--- src/rtl/mcu_ctrl_pkg.sv ---
// Shared encodings for the multi-cycle MCU controller: opcodes, state codes and
// the memory / register-file / ALU control values driven onto the datapath.
package mcu_ctrl_pkg;

    localparam logic [3:0] OPC_NOP  = 4'h0;
    localparam logic [3:0] OPC_ADD  = 4'h1;
    localparam logic [3:0] OPC_SUB  = 4'h2;
    localparam logic [3:0] OPC_AND  = 4'h3;
    localparam logic [3:0] OPC_OR   = 4'h4;
    localparam logic [3:0] OPC_XOR  = 4'h5;
    localparam logic [3:0] OPC_ADDI = 4'h6;
    localparam logic [3:0] OPC_LD   = 4'h7;
    localparam logic [3:0] OPC_ST   = 4'h8;
    localparam logic [3:0] OPC_JMP  = 4'h9;
    localparam logic [3:0] OPC_BZ   = 4'hA;
    localparam logic [3:0] OPC_BC   = 4'hB;
    localparam logic [3:0] OPC_HLT  = 4'hF;

    typedef enum logic [2:0] {
        S_FETCH  = 3'd0,
        S_DECODE = 3'd1,
        S_EXEC   = 3'd2,
        S_MEM    = 3'd3,
        S_WB     = 3'd4,
        S_HALT   = 3'd5,
        S_FAULT  = 3'd6,
        S_IRQ    = 3'd7
    } state_t;

    localparam logic [1:0] MEM_IDLE   = 2'b00;
    localparam logic [1:0] MEM_IFETCH = 2'b01;
    localparam logic [1:0] MEM_RD     = 2'b10;
    localparam logic [1:0] MEM_WR     = 2'b11;

    localparam logic [1:0] REG_NONE = 2'b00;
    localparam logic [1:0] REG_RD   = 2'b01;
    localparam logic [1:0] REG_WR   = 2'b10;

    localparam logic [3:0] ALU_PASS = 4'h0;
    localparam logic [3:0] ALU_ADD  = 4'h1;

endpackage

--- src/rtl/mcu_ctrl_wait_timer.sv ---
// Counts consecutive cycles spent waiting on mem_rdy; expire flags the last
// permitted wait cycle so the controller can divert to FAULT. WAIT_MAX=0 never expires.
module mcu_ctrl_wait_timer #(
    parameter int WAIT_MAX = 15
) (
    input  logic clk,
    input  logic rst,
    input  logic clear,
    input  logic enable,
    output logic expire
);

    localparam int CNT_W = (WAIT_MAX > 1) ? $clog2(WAIT_MAX) : 1;

    logic [CNT_W-1:0] wait_cnt;

    always_ff @(posedge clk or negedge rst) begin
        if (!rst) begin
            wait_cnt <= '0;
        end else if (clear) begin
            wait_cnt <= '0;
        end else if (enable) begin
            wait_cnt <= wait_cnt + CNT_W'(1);
        end
    end

    generate
        if (WAIT_MAX > 0) begin : g_limit
            assign expire = (wait_cnt == CNT_W'(WAIT_MAX - 1));
        end else begin : g_no_limit
            assign expire = 1'b0;
        end
    endgenerate

endmodule

--- src/rtl/mcu_ctrl_mc.sv ---
// Multi-cycle controller: FETCH/DECODE/EXEC/MEM/WB with memory wait timeout, HALT and FAULT.
// Define MCU_CTRL_IRQ_EN to add the irq/irq_ack ports and the one-cycle IRQ vector state.
module mcu_ctrl_mc
    import mcu_ctrl_pkg::*;
#(
    parameter int OP_W      = 4,
    parameter int FLAG_W    = 2,
    parameter int ALU_CTR_W = 4,
    parameter int WAIT_MAX  = 15
) (
    input  logic                 clk,
    input  logic                 rst,
    input  logic [OP_W-1:0]      OP,
    input  logic [1:0]           SM,
    input  logic [FLAG_W-1:0]    Flag,
    input  logic                 mem_rdy,
`ifdef MCU_CTRL_IRQ_EN
    input  logic                 irq,
    output logic                 irq_ack,
`endif
    output logic                 PC_E,
    output logic                 REG_E,
    output logic                 ALU_E,
    output logic                 MEM_E,
    output logic                 PC_Ctr,
    output logic [1:0]           Mem_Ctr,
    output logic [1:0]           Reg_Ctr,
    output logic [ALU_CTR_W-1:0] ALU_Ctr,
    output logic                 ALU_IN,
    output logic                 MemToReg,
    output logic                 Reg_Dst,
    output logic [2:0]           state_o,
    output logic                 halted,
    output logic                 fault
);

    state_t          state_reg, state_next;
    logic [OP_W-1:0] ir_op;
    logic [1:0]      ir_sm;
    logic [3:0]      op, op_in;
    logic            timer_en, timer_clr, timer_expire;

    // Opcodes wider than 4 bits with any upper bit set are illegal and decode as NOP.
    generate
        if (OP_W > 4) begin : g_wide_op
            assign op    = (|ir_op[OP_W-1:4]) ? OPC_NOP : ir_op[3:0];
            assign op_in = (|OP[OP_W-1:4])    ? OPC_NOP : OP[3:0];
        end else begin : g_narrow_op
            assign op    = 4'(ir_op);
            assign op_in = 4'(OP);
        end
    endgenerate

    always_ff @(posedge clk or negedge rst) begin
        if (!rst) begin
            state_reg <= S_FETCH;
            ir_op     <= '0;
            ir_sm     <= '0;
        end else begin
            state_reg <= state_next;
            if (state_reg == S_DECODE) begin
                ir_op <= OP;
                ir_sm <= SM;
            end
        end
    end

    assign timer_clr = (state_next != state_reg) || mem_rdy;

    mcu_ctrl_wait_timer #(.WAIT_MAX(WAIT_MAX)) u_wait_timer (
        .clk    (clk),
        .rst    (rst),
        .clear  (timer_clr),
        .enable (timer_en),
        .expire (timer_expire)
    );

    always_comb begin
        state_next = state_reg;
        timer_en   = 1'b0;
        PC_E       = 1'b0;
        REG_E      = 1'b0;
        ALU_E      = 1'b0;
        MEM_E      = 1'b0;
        PC_Ctr     = 1'b0;
        Mem_Ctr    = MEM_IDLE;
        Reg_Ctr    = REG_NONE;
        ALU_Ctr    = '0;
        ALU_IN     = 1'b0;
        MemToReg   = 1'b0;
        Reg_Dst    = 1'b0;
        halted     = 1'b0;
        fault      = 1'b0;
`ifdef MCU_CTRL_IRQ_EN
        irq_ack    = 1'b0;
`endif
        unique case (state_reg)
            S_FETCH: begin
                MEM_E   = 1'b1;
                Mem_Ctr = MEM_IFETCH;
                if (mem_rdy) begin
                    PC_E       = 1'b1;
                    state_next = S_DECODE;
                end else if (timer_expire) begin
                    state_next = S_FAULT;
                end else begin
                    timer_en = 1'b1;
                end
            end
            S_DECODE: begin
                REG_E      = 1'b1;
                Reg_Ctr    = REG_RD;
                state_next = (op_in == OPC_HLT) ? S_HALT : S_EXEC;
            end
            S_EXEC: begin
                ALU_E      = 1'b1;
                ALU_IN     = ir_sm[0] | (op == OPC_ADDI);
                state_next = S_FETCH;
                case (op)
                    OPC_ADD, OPC_SUB, OPC_AND, OPC_OR, OPC_XOR: begin
                        ALU_Ctr    = ALU_CTR_W'(op);
                        state_next = S_WB;
                    end
                    OPC_ADDI: begin
                        ALU_Ctr    = ALU_CTR_W'(ALU_ADD);
                        state_next = S_WB;
                    end
                    OPC_LD, OPC_ST: begin
                        ALU_Ctr    = ALU_CTR_W'(ALU_ADD);
                        state_next = S_MEM;
                    end
                    OPC_JMP: begin
                        PC_E   = 1'b1;
                        PC_Ctr = 1'b1;
                    end
                    OPC_BZ: begin
                        PC_E   = Flag[0];
                        PC_Ctr = Flag[0];
                    end
                    OPC_BC: begin
                        PC_E   = Flag[1];
                        PC_Ctr = Flag[1];
                    end
                    default: ALU_Ctr = ALU_CTR_W'(ALU_PASS);
                endcase
            end
            S_MEM: begin
                MEM_E   = 1'b1;
                Mem_Ctr = (op == OPC_ST) ? MEM_WR : MEM_RD;
                if (mem_rdy) begin
                    state_next = (op == OPC_ST) ? S_FETCH : S_WB;
                end else if (timer_expire) begin
                    state_next = S_FAULT;
                end else begin
                    timer_en = 1'b1;
                end
            end
            S_WB: begin
                REG_E      = 1'b1;
                Reg_Ctr    = REG_WR;
                Reg_Dst    = ir_sm[1];
                MemToReg   = (op == OPC_LD);
                state_next = S_FETCH;
            end
            S_HALT:  halted = 1'b1;
            S_FAULT: fault  = 1'b1;
`ifdef MCU_CTRL_IRQ_EN
            S_IRQ: begin
                PC_E       = 1'b1;
                PC_Ctr     = 1'b1;
                irq_ack    = 1'b1;
                state_next = S_FETCH;
            end
`endif
            default: state_next = S_FETCH;
        endcase
`ifdef MCU_CTRL_IRQ_EN
        // Interrupts are taken only at instruction boundaries, never from a FETCH wait.
        if (irq && state_next == S_FETCH && state_reg != S_FETCH && state_reg != S_IRQ) begin
            state_next = S_IRQ;
        end
`endif
        // Outputs are quiet for as long as reset is held.
        if (!rst) begin
            PC_E     = 1'b0;
            REG_E    = 1'b0;
            ALU_E    = 1'b0;
            MEM_E    = 1'b0;
            PC_Ctr   = 1'b0;
            Mem_Ctr  = MEM_IDLE;
            Reg_Ctr  = REG_NONE;
            ALU_Ctr  = '0;
            ALU_IN   = 1'b0;
            MemToReg = 1'b0;
            Reg_Dst  = 1'b0;
            halted   = 1'b0;
            fault    = 1'b0;
`ifdef MCU_CTRL_IRQ_EN
            irq_ack  = 1'b0;
`endif
        end
    end

    assign state_o = state_reg;

endmodule

--- config.mk ---
export PLATFORM = sky130hd
export DESIGN_NAME = mcu_ctrl_mc
export DESIGN_NICKNAME = d
export VERILOG_FILES = /design/src/rtl/mcu_ctrl_pkg.sv /design/src/rtl/mcu_ctrl_wait_timer.sv /design/src/rtl/mcu_ctrl_mc.sv
export SDC_FILE = /design/constraint.sdc
export NUM_CORES = 1
export LEC_CHECK = 0
export CAP_MARGIN = 25
export CORE_ASPECT_RATIO = 1.1
export CORE_MARGIN = 1
export CORE_UTILIZATION = 35
export CTS_CLUSTER_DIAMETER = 60
export DETAILED_ROUTE_END_ITERATION = 6
export SETUP_SLACK_MARGIN = 0.5
export SYNTH_ARGS = -nofsm -noshare
export SYNTH_HDL_FRONTEND = slang
export SYNTH_SLANG_ARGS = --single-unit
--- constraint.sdc ---
create_clock -name clk -period 1.59 [get_ports clk]
set_clock_uncertainty 0.05 [all_clocks]
set_input_delay 0.318 -clock clk [delete_from_list [all_inputs] [get_ports clk]]
set_output_delay 0.318 -clock clk [all_outputs]
set_load 0.05 [all_outputs]
==> results.cfg <==
[sta]
timing_max_transition_violations_final = 0
whs_ns = 0.189
setup_ws_ns = -0.479
final.min_clock_period_ns = 2.07
timing_hold_violations_final = 0
final-setup-viol-count = 32
grt_setup_unrepaired = yes
max_freq_ghz = 0.483
post_route_fraction_of_the_period_consumed_by_the_critical_path = 1.30

[logic_synthesis]
postSynthCellCount = 107
yosys_warnings = 0
synth_commonest_cells = 13 x dfrtp_1, 6 x mux2_2, 5 x nand2_1, 5 x nor2_1
yosysSeqAreaShare = 0.308
yosys.area.top_type_share = 0.308
yosys.cell_count.top_type = dfrtp_1
postSynth.topFlopCell = dfrtp_1
synth_top_cell_by_area = dfrtp_1
synthesis.area_per_instance_um2 = 9.86
syn_nets = 120
synth.area.top_cells = dfrtp_1 31%, mux2_2 6.4%, nor4b_2 2.8%, xor2_4 2.6%, and2_1 2.4%
synthArstFlopShare = 1.00
synth_unique_cells = 50
edff_count_synth = 0
ys_seq_elements = 13
synth.cell_area_um2 = 1050

[run_status]
violations_in_the_final_reports = setup timing
outcome = complete, but fails checks

[clock_network]
cts.root.buffer_cell = clkbuf_4
max-clock-path-buffers = 2
tritoncts = yes
path_clk_slew_ns = 0.10
worst_skew_pair_later_pin_latency_ns = 0.30
htree_num_levels = 1
sinks_on_clock_net = 13
cts_hold_buf = 0
cts_buffer_count = 3

[worst_setup_path]
worstPathRequired_ns = 1.22
r2r_cells = 7
critical_path_endpoint_category = output port
crit_fanout = 4
crit_type = register to output port
critical_path_arrival_ns = 1.70
timing.critical_path.from_type = register

[cells_and_area]
post_route_cells_drive_above_1_share = 0.746
fin_cells = 242
areaGrowthSynthToFinish_pct = 149
number_of_nets_in_the_final_layout = 223
finalInstanceArea_um2 = 2620
num_antenna_cells = 0

[power_and_ir_drop]
power.density_cell_area_nw_per_um2 = 1910
total_power_draw_uw = 5010
cellLeakagePower_uw = 0.00112
ir_drop_mv = 1.78

[global_route]
grt_antenna_before_repair = 0
grt_use_total = 0.302
grt_pass1_vias = 1381
maximum_number_of_pins_on_one_net_before_global_route_repair = 14
first_pass_grt_wire_length_mm = 6.78
overflow = 0

[floorplan]
initial_core_util = 0.376
core_area_um2 = 2800
floorplan.die.height_um = 59.6
io_pins = 32
floorplan.die_area_um2 = 3240
die_x_um = 54.3
num_rows = 20

[run]
drv_cap = 0

[drt]
vias_after_detailed_routing = 1418
route.detailed.vias_per_inst = 5.86
met3_wirelength_um = 299
wl_met2_mm = 3.02
wirelength_mm = 5.63
drt.antenna.violating_nets = 0
wl_met1_mm = 2.12
firstDrtPassIters = 4
drt_iter0_markers = 46
routed_wire_length_per_instance_um = 23.2
number_of_remaining_drc_errors = 0
top_layer_used = met4

[placed_design]
post-place-ws_ns = -0.483
finalWeightedCongestion = 0.837
place.detailed.instances = 203
placement.cell_area_um2 = 2030
io_buffer_count = 30
detailed_place_hpwl_mm = 2.81

[worst_hold_path]
worstHoldPathType = input port to async pin
[routing by layer]
layer | global-route usage | vias up
met5 | 0 | -
met4 | 0.165 | 0
met1 | 0.331 | 716
met2 | 0.519 | 73
li1 | - | 613
met3 | 0.0718 | 16
[through the flow]
stage,setup TNS [ns],util
finish,-8.23,0.936
global route,-9.05,0.936
CTS,-6.03,0.857
detailed placement,-6.44,0.725
global placement,-5.55,0.725
floorplan,-6.21,-
[what timing repair did]
| item | CTS | global route |
|---|---|---|
| endpoints found under the hold margin | 0 | 0 |
| pin swaps | 22 | 20 |
| setup endpoints to repair | 33 | 33 |
| setup buffers | 19 | 16 |
| gates resized for setup | 43 | 25 |
[critical path, stage by stage (launching register included)]
cell	delay (ns)
dfrtp_2	0.45
and4bb_4	0.38
nor4b_4	0.27
buf_4	0.18
buf_12	0.12
[cells by family after synthesis]
kind of cell / Yosys count / synth area share
simple gates: 47 / 0.305
buf+inv: 13 / 0.0664
other cells: 1 / 0.00356
mux: 6 / 0.0641
compound gates: 23 / 0.187
xor+xnor: 2 / 0.0415
flops: 13 / 0.308
fa+ha+maj: 2 / 0.0237
[layout by cell type, fill, tap and decap left out, types with 2 or more instances in the layout]
cell type        instances
buf_4                   42
buf_6                   33
buf_12                  21
clkdlybuf4s50_1          9
dfrtp_1                  8
mux2_4                   6
dfrtp_2                  5
nor2_1                   4
nor3_4                   4
and3_4                   3
a21oi_1                  3
nand2_4                  3
nand3_1                  3
and2_4                   3
clkbuf_4                 3
nor4b_4                  2
nor3b_1                  2
nand4_1                  2
inv_2                    2
nor3b_4                  2
nand2_1                  2
or4_4                    2
o21a_1                   2
nand2b_1                 2
a221oi_2                 2
a2111oi_4                2
[path summary, 6_finish.rpt]
kind	from	end	slack (ns)
max	state_o[2]	PC_Ctr	-0.48
min	rst	u_wait_timer.wait_cnt[0]	0.19
max reg2reg	state_o[2]	u_wait_timer.wait_cnt[1]	-0.29
min reg2reg	ir_sm[0]	ir_sm[0]	0.51
max in group asynchronous	rst	state_o[0]	1.12
min in group clk	ir_sm[0]	ir_sm[0]	0.51
[layout make-up]
cell class | instances | area [um^2]
timing repair buffer | 107 | 1220
multi-input combinational | 81 | 985
sequential | 13 | 332
fill | 85 | 179
tap | 33 | 41.3
clock buffer | 4 | 26.3
inverter | 4 | 18.8
[registers in the layout, summed over array words and instances (netlist names)]
name	count
state_o	3
u_wait_timer.wait_cnt	4
ir_sm	2
ir_op	4
[power by group]
group,leakage (uW),switching [uW],total [uW],internal [uW]
sequential,0.000158,183,653,470
combinational,0.000942,1930,4120,2190
clock,0.0000150,144,242,97.9
total,0.00112,2250,5010,2760
(Power assumes the default switching activity.)
==> edit 1 (same settings) <==
The parameter `OP_W` goes from 4 to 5.
--- a/src/rtl/mcu_ctrl_mc.sv
+++ b/src/rtl/mcu_ctrl_mc.sv
@@ -3,7 +3,7 @@
 module mcu_ctrl_mc
     import mcu_ctrl_pkg::*;
 #(
-    parameter int OP_W      = 4,
+    parameter int OP_W      = 5,
     parameter int FLAG_W    = 2,
     parameter int ALU_CTR_W = 4,
     parameter int WAIT_MAX  = 15
Ports: changed (resized OP); port bits go from 32 to 33. The function was not compared with the original's and may differ.
==> edit 1 against the original RTL <==
The run still ends with negative setup slack left. Worst setup slack got worse by 0.092 ns. Count of clock-buffer cells in the layout unchanged. Area after synthesis decreased by 0.36%. Total power decreased by 4.4%. Final cell count increased by 0.83%. Hold slack got worse by 0.11 ns. Combinational power decreased by 5.1%. Sequential cell count increased by 1. Final area decreased by 1.8%. Wire length decreased by 7.3%. Critical path type unchanged. Largest cell class unchanged.
==> edit 1: results (changes against the original RTL) <==
Pwr
  – Maximum VDD drop: 1.43 mV (was 1.78 mV)
  – Internal power: 2.66 mW (was 2.76 mW)

Routing
  – Via count: 1,377 (was 1,418)
  – Total routed wirelength: 5210 µm (was 5630 µm)

Finish
  – Share of cells above drive strength 1: 0.687 (was 0.746)
  – Clk tree area frac: 0.0102 (was 0.0100)
  – Repair and plain buffers: 97 (was 107)
  – Layout non-clock buf frac: 0.461 (was 0.465)
  – Sequential standard cell area: 358 µm² (was 332 µm²)

Outcome
  – Failing checks: negative setup slack (unchanged)
  – Status: finished, violations left (unchanged)

Place
  – # port buffers: 31 (was 30)
  – DP Area: 2040 µm² (was 2030 µm²)
  – GP Congestion: 0.942 (was 0.837)
  – HPWL Detailed: 2730 µm (was 2810 µm)
  – Placed Cells: 214 (was 203)

Worst setup path
  – CP max stage delay: 0.52 ns (was 0.45 ns)
  – Critical path arrival: 1.79 ns (was 1.70 ns)
  – CP max FO: 3 (was 4)

Synth
  – Synth cell count leaders: nor2_1, dfrtp_1, nor3_1 (was dfrtp_1, mux2_2, nand2_1, nor2_1)
  – Mean cell area of the mapped netlist: 9.06 µm² (was 9.86 µm²)
  – Post-Synth XOR/XNOR Area: 0.0321 (was 0.0415)
  – Synth Area in Adders: 0.0238 (was 0.0237)
  – Seq/Total Area, Yosys: 0.333 (was 0.308)

GRT
  – Vias in the first global route: 1,329 (was 1,381)
  – Met3 Use GR: 0.0410 (was 0.0718)
  – Met1 usage: 0.298 (was 0.331)

STA
  – # setup viols final: 32 (unchanged)
  – Final Worst Setup Slack: -0.571 ns (was -0.479 ns)
-- edit 1: cell count changes in the layout (fill, tap and decap cells not counted), moves of 3 or more --
cell / unedited run / this run
buf_6: 33 / 20
nor2_4: 0 / 8
buf_12: 21 / 26
buf_4: 42 / 37
nor2b_1: 0 / 5
inv_1: 1 / 5
nand2b_4: 0 / 3
-- edit 1: worst register-to-register path: stages, from the launching register on --
cell,delay [ns]
dfrtp_4,0.52
buf_4,0.15
buf_12,0.13
buf_12,0.14
nor3_4,0.26
buf_6,0.15
o21bai_4,0.08
a211oi_2,0.15
-- edit 1: path summary, 6_finish.rpt --
| kind | from | endpoint | slack [ns] | cells past startpoint |
|---|---|---|---|---|
| worst min register to register | ir_sm[0] | ir_sm[0] | 0.51 | 1 |
| min in group clk | ir_sm[0] | ir_sm[0] | 0.51 | 1 |
| max in group asynchronous | rst | ir_op[1] | 1.02 | 4 |
| worst max register to register | state_o[2] | u_wait_timer.wait_cnt[2] | -0.11 | 7 |
| worst min-delay path | rst | u_wait_timer.wait_cnt[2] | 0.08 | 2 |
| worst max-delay path | state_o[2] | ALU_Ctr[1] | -0.57 | 6 |
-- edit 1: cell families after synthesis --
| kind of cell | Yosys count |
|---|---|
| mux | 7 |
| compound gates | 19 |
| xor+xnor | 3 |
| other cells | 1 |
| simple gates | 59 |
| buf+inv | 11 |
| flops | 14 |
| fa+ha+maj | 2 |
-- edit 1: layer usage --
| metal | vias up | part of all wire |
|---|---|---|
| met1 | 672 | 0.38 |
| met4 | 0 | 0.046 |
| li1 | 605 | - |
| met3 | 25 | 0.055 |
| met2 | 75 | 0.52 |
| met5 | - | 0 |
-- edit 1: what timing repair did --
action                                  CTS  global route
buffers inserted                         13            12
pin swaps                                15            16
resized for setup                        36            27
endpoints found under the setup margin   34            34
gates cloned                              0             1
==> edit 2 (same settings) <==
Without the edit above. Register the output `fault`, cleared by the reset; this adds one clock of latency there. The other outputs are not delayed to match.
--- a/src/rtl/mcu_ctrl_mc.sv
+++ b/src/rtl/mcu_ctrl_mc.sv
@@ -34,6 +34,8 @@
     output logic                 fault
 );
 
+    logic fault_d;
+
     state_t          state_reg, state_next;
     logic [OP_W-1:0] ir_op;
     logic [1:0]      ir_sm;
@@ -90,7 +92,7 @@
         MemToReg   = 1'b0;
         Reg_Dst    = 1'b0;
         halted     = 1'b0;
-        fault      = 1'b0;
+        fault_d    = 1'b0;
 `ifdef MCU_CTRL_IRQ_EN
         irq_ack    = 1'b0;
 `endif
@@ -163,7 +165,7 @@
                 state_next = S_FETCH;
             end
             S_HALT:  halted = 1'b1;
-            S_FAULT: fault  = 1'b1;
+            S_FAULT: fault_d = 1'b1;
 `ifdef MCU_CTRL_IRQ_EN
             S_IRQ: begin
                 PC_E       = 1'b1;
@@ -194,7 +196,7 @@
             MemToReg = 1'b0;
             Reg_Dst  = 1'b0;
             halted   = 1'b0;
-            fault    = 1'b0;
+            fault_d  = 1'b0;
 `ifdef MCU_CTRL_IRQ_EN
             irq_ack  = 1'b0;
 `endif
@@ -203,5 +205,13 @@
 
     assign state_o = state_reg;
 
+    always_ff @(posedge clk or negedge rst) begin
+        if (!rst) begin
+            fault <= '0;
+        end else begin
+            fault <= fault_d;
+        end
+    end
+
 endmodule
 
Check against the original RTL: no difference found for any inputs over 10 cycles, from zero or initial values and one cycle with rst low; that may be too few to reach the edited logic, so the function may still have changed.
==> edit 2 against the original RTL <==
The run still ends with negative setup slack left. Total power shrank 12%. Sequential cell count grew 1. Via count shrank 2.5%. Worst setup slack lost 0.12 ns. Final area shrank 2.5%. Global-route usage shrank 5.0 points. Fmax shrank 5.4%. Area after synthesis grew 5.1%. Sequential power shrank 8.4%. Wire length shrank 24%. Clock power shrank 7%. Critical endpoint is now PC_E. Highest routed layer unchanged.
==> edit 2: results (changes against the original RTL) <==
Synth
  – Seq/Total Area, Yosys: 0.316 (was 0.308)
  – Distinct cells, synth: 49 (was 50)
  – Mapped Cells: 133 (was 107)
  – Largest cells by area after synthesis: dfrtp_1, mux2_2, nor2_1 (was dfrtp_1, mux2_2, nor4b_2)
  – Syn Nets: 146 (was 120)

Worst setup path
  – CP max stage delay: 0.49 ns (was 0.45 ns)
  – R2R setup slack: -0.36 ns (was -0.29 ns)
  – CP max FO: 2 (was 4)
  – Critical path arrival: 1.82 ns (was 1.70 ns)
  – Worst-case reg-to-reg path depth: 5 (was 7)

STA
  – Final hold slack: 0.0992 ns (was 0.189 ns)
  – Final Worst Setup Slack: -0.598 ns (was -0.479 ns)
  – Setup TNS: -9.93 ns (was -8.23 ns)
  – # setup viols final: 30 (was 32)

Pwr
  – Maximum VDD drop: 1.25 mV (was 1.78 mV)
  – Lkg Pwr: 1.08 nW (was 1.12 nW)
  – NetSw: 1.93 mW (was 2.25 mW)

Place
  – Placed Cells: 226 (was 203)
  – Dpl ws: -0.487 ns (was -0.483 ns)
  – HPWL Detailed: 2720 µm (was 2810 µm)
  – GP Congestion: 0.810 (was 0.837)
  – DP Area: 2090 µm² (was 2030 µm²)

GRT
  – GRT Overall Usage: 0.251 (was 0.302)
  – Vias in the first global route: 1,364 (was 1,381)
  – First-pass GRT wire length: 6430 µm (was 6780 µm)
  – Largest net degree at the start of global routing: 16 (was 14)

Finish
  – Share of cells above drive strength 1: 0.645 (was 0.746)
  – Layout Cells excl Fill: 251 (was 242)

Routing
  – Drt initial violations: 35 (was 46)
  – DR vias/cell: 5.51 (was 5.86)

CTS
  – Worst-skew pair later-pin latency: 0.28 ns (was 0.30 ns)

Outcome
  – Failing checks: negative setup slack (unchanged)
  – Status: finished, violations left (unchanged)
-- edit 2: area by class of cell --
| type | count | area share |
|---|---|---|
| Tap cell | 34 | 0.0166 |
| Clock buffer | 4 | 0.0103 |
| Inverter | 6 | 0.00881 |
| Multi-Input combinational cell | 104 | 0.394 |
| Timing Repair Buffer | 89 | 0.430 |
| Sequential cell | 14 | 0.140 |
-- edit 2: metal layers --
| metal | global-route usage | up-vias | routed length (µm) |
|---|---|---|---|
| met5 | 0 | - | 0 |
| met4 | 0.0893 | 0 | 107 |
| met3 | 0.0273 | 12 | 175 |
| met2 | 0.472 | 51 | 2180 |
| met1 | 0.306 | 667 | 1800 |
| li1 | - | 652 | - |
-- edit 2: cells by family after synthesis --
family,synth area share
multiplexers,0.0700
adder cells (fa/ha/maj),0.0226
AND/OR/NAND/NOR,0.316
buffers and inverters,0.0688
other,0.00338
AO/OA/AOI/OAI,0.179
flip-flops,0.316
XOR/XNOR,0.0237
-- edit 2: what timing repair did --
action	in CTS	in global routing
resized for setup	50	8
buffers inserted	15	5
gates cloned	1	0
endpoints found under the setup margin	34	33
pin swaps	18	5
-- edit 2: worst reg2reg max path: stages (launching register included) --
cell and delay, ns:
dfrtp_2 0.44, or4b_4 0.57, buf_6 0.16, a311oi_2 0.21
o32a_1 0.31, nor4_2 0.09
-- edit 2: worst paths after layout --
path | start | end
max in group asynchronous | rst | ir_op[2]
worst max-delay path | state_o[0] | PC_E
worst min-delay path | rst | state_o[2]
min in group clk | ir_sm[1] | ir_sm[1]
worst min register to register | ir_sm[1] | ir_sm[1]
worst max register to register | ir_op[2] | u_wait_timer.wait_cnt[1]
-- edit 2: power by group through the flow --
stage	Clock [mW]	Sequential (mW)	Combinational [mW]
2_1_floorplan	0	0.742	1.53
3_3_place_gp	0	0.583	2.56
3_5_place_dp	0	0.590	2.60
4_1_cts	0.227	0.595	3.38
5_1_grt	0.240	0.616	3.73
6_report	0.225	0.598	3.57
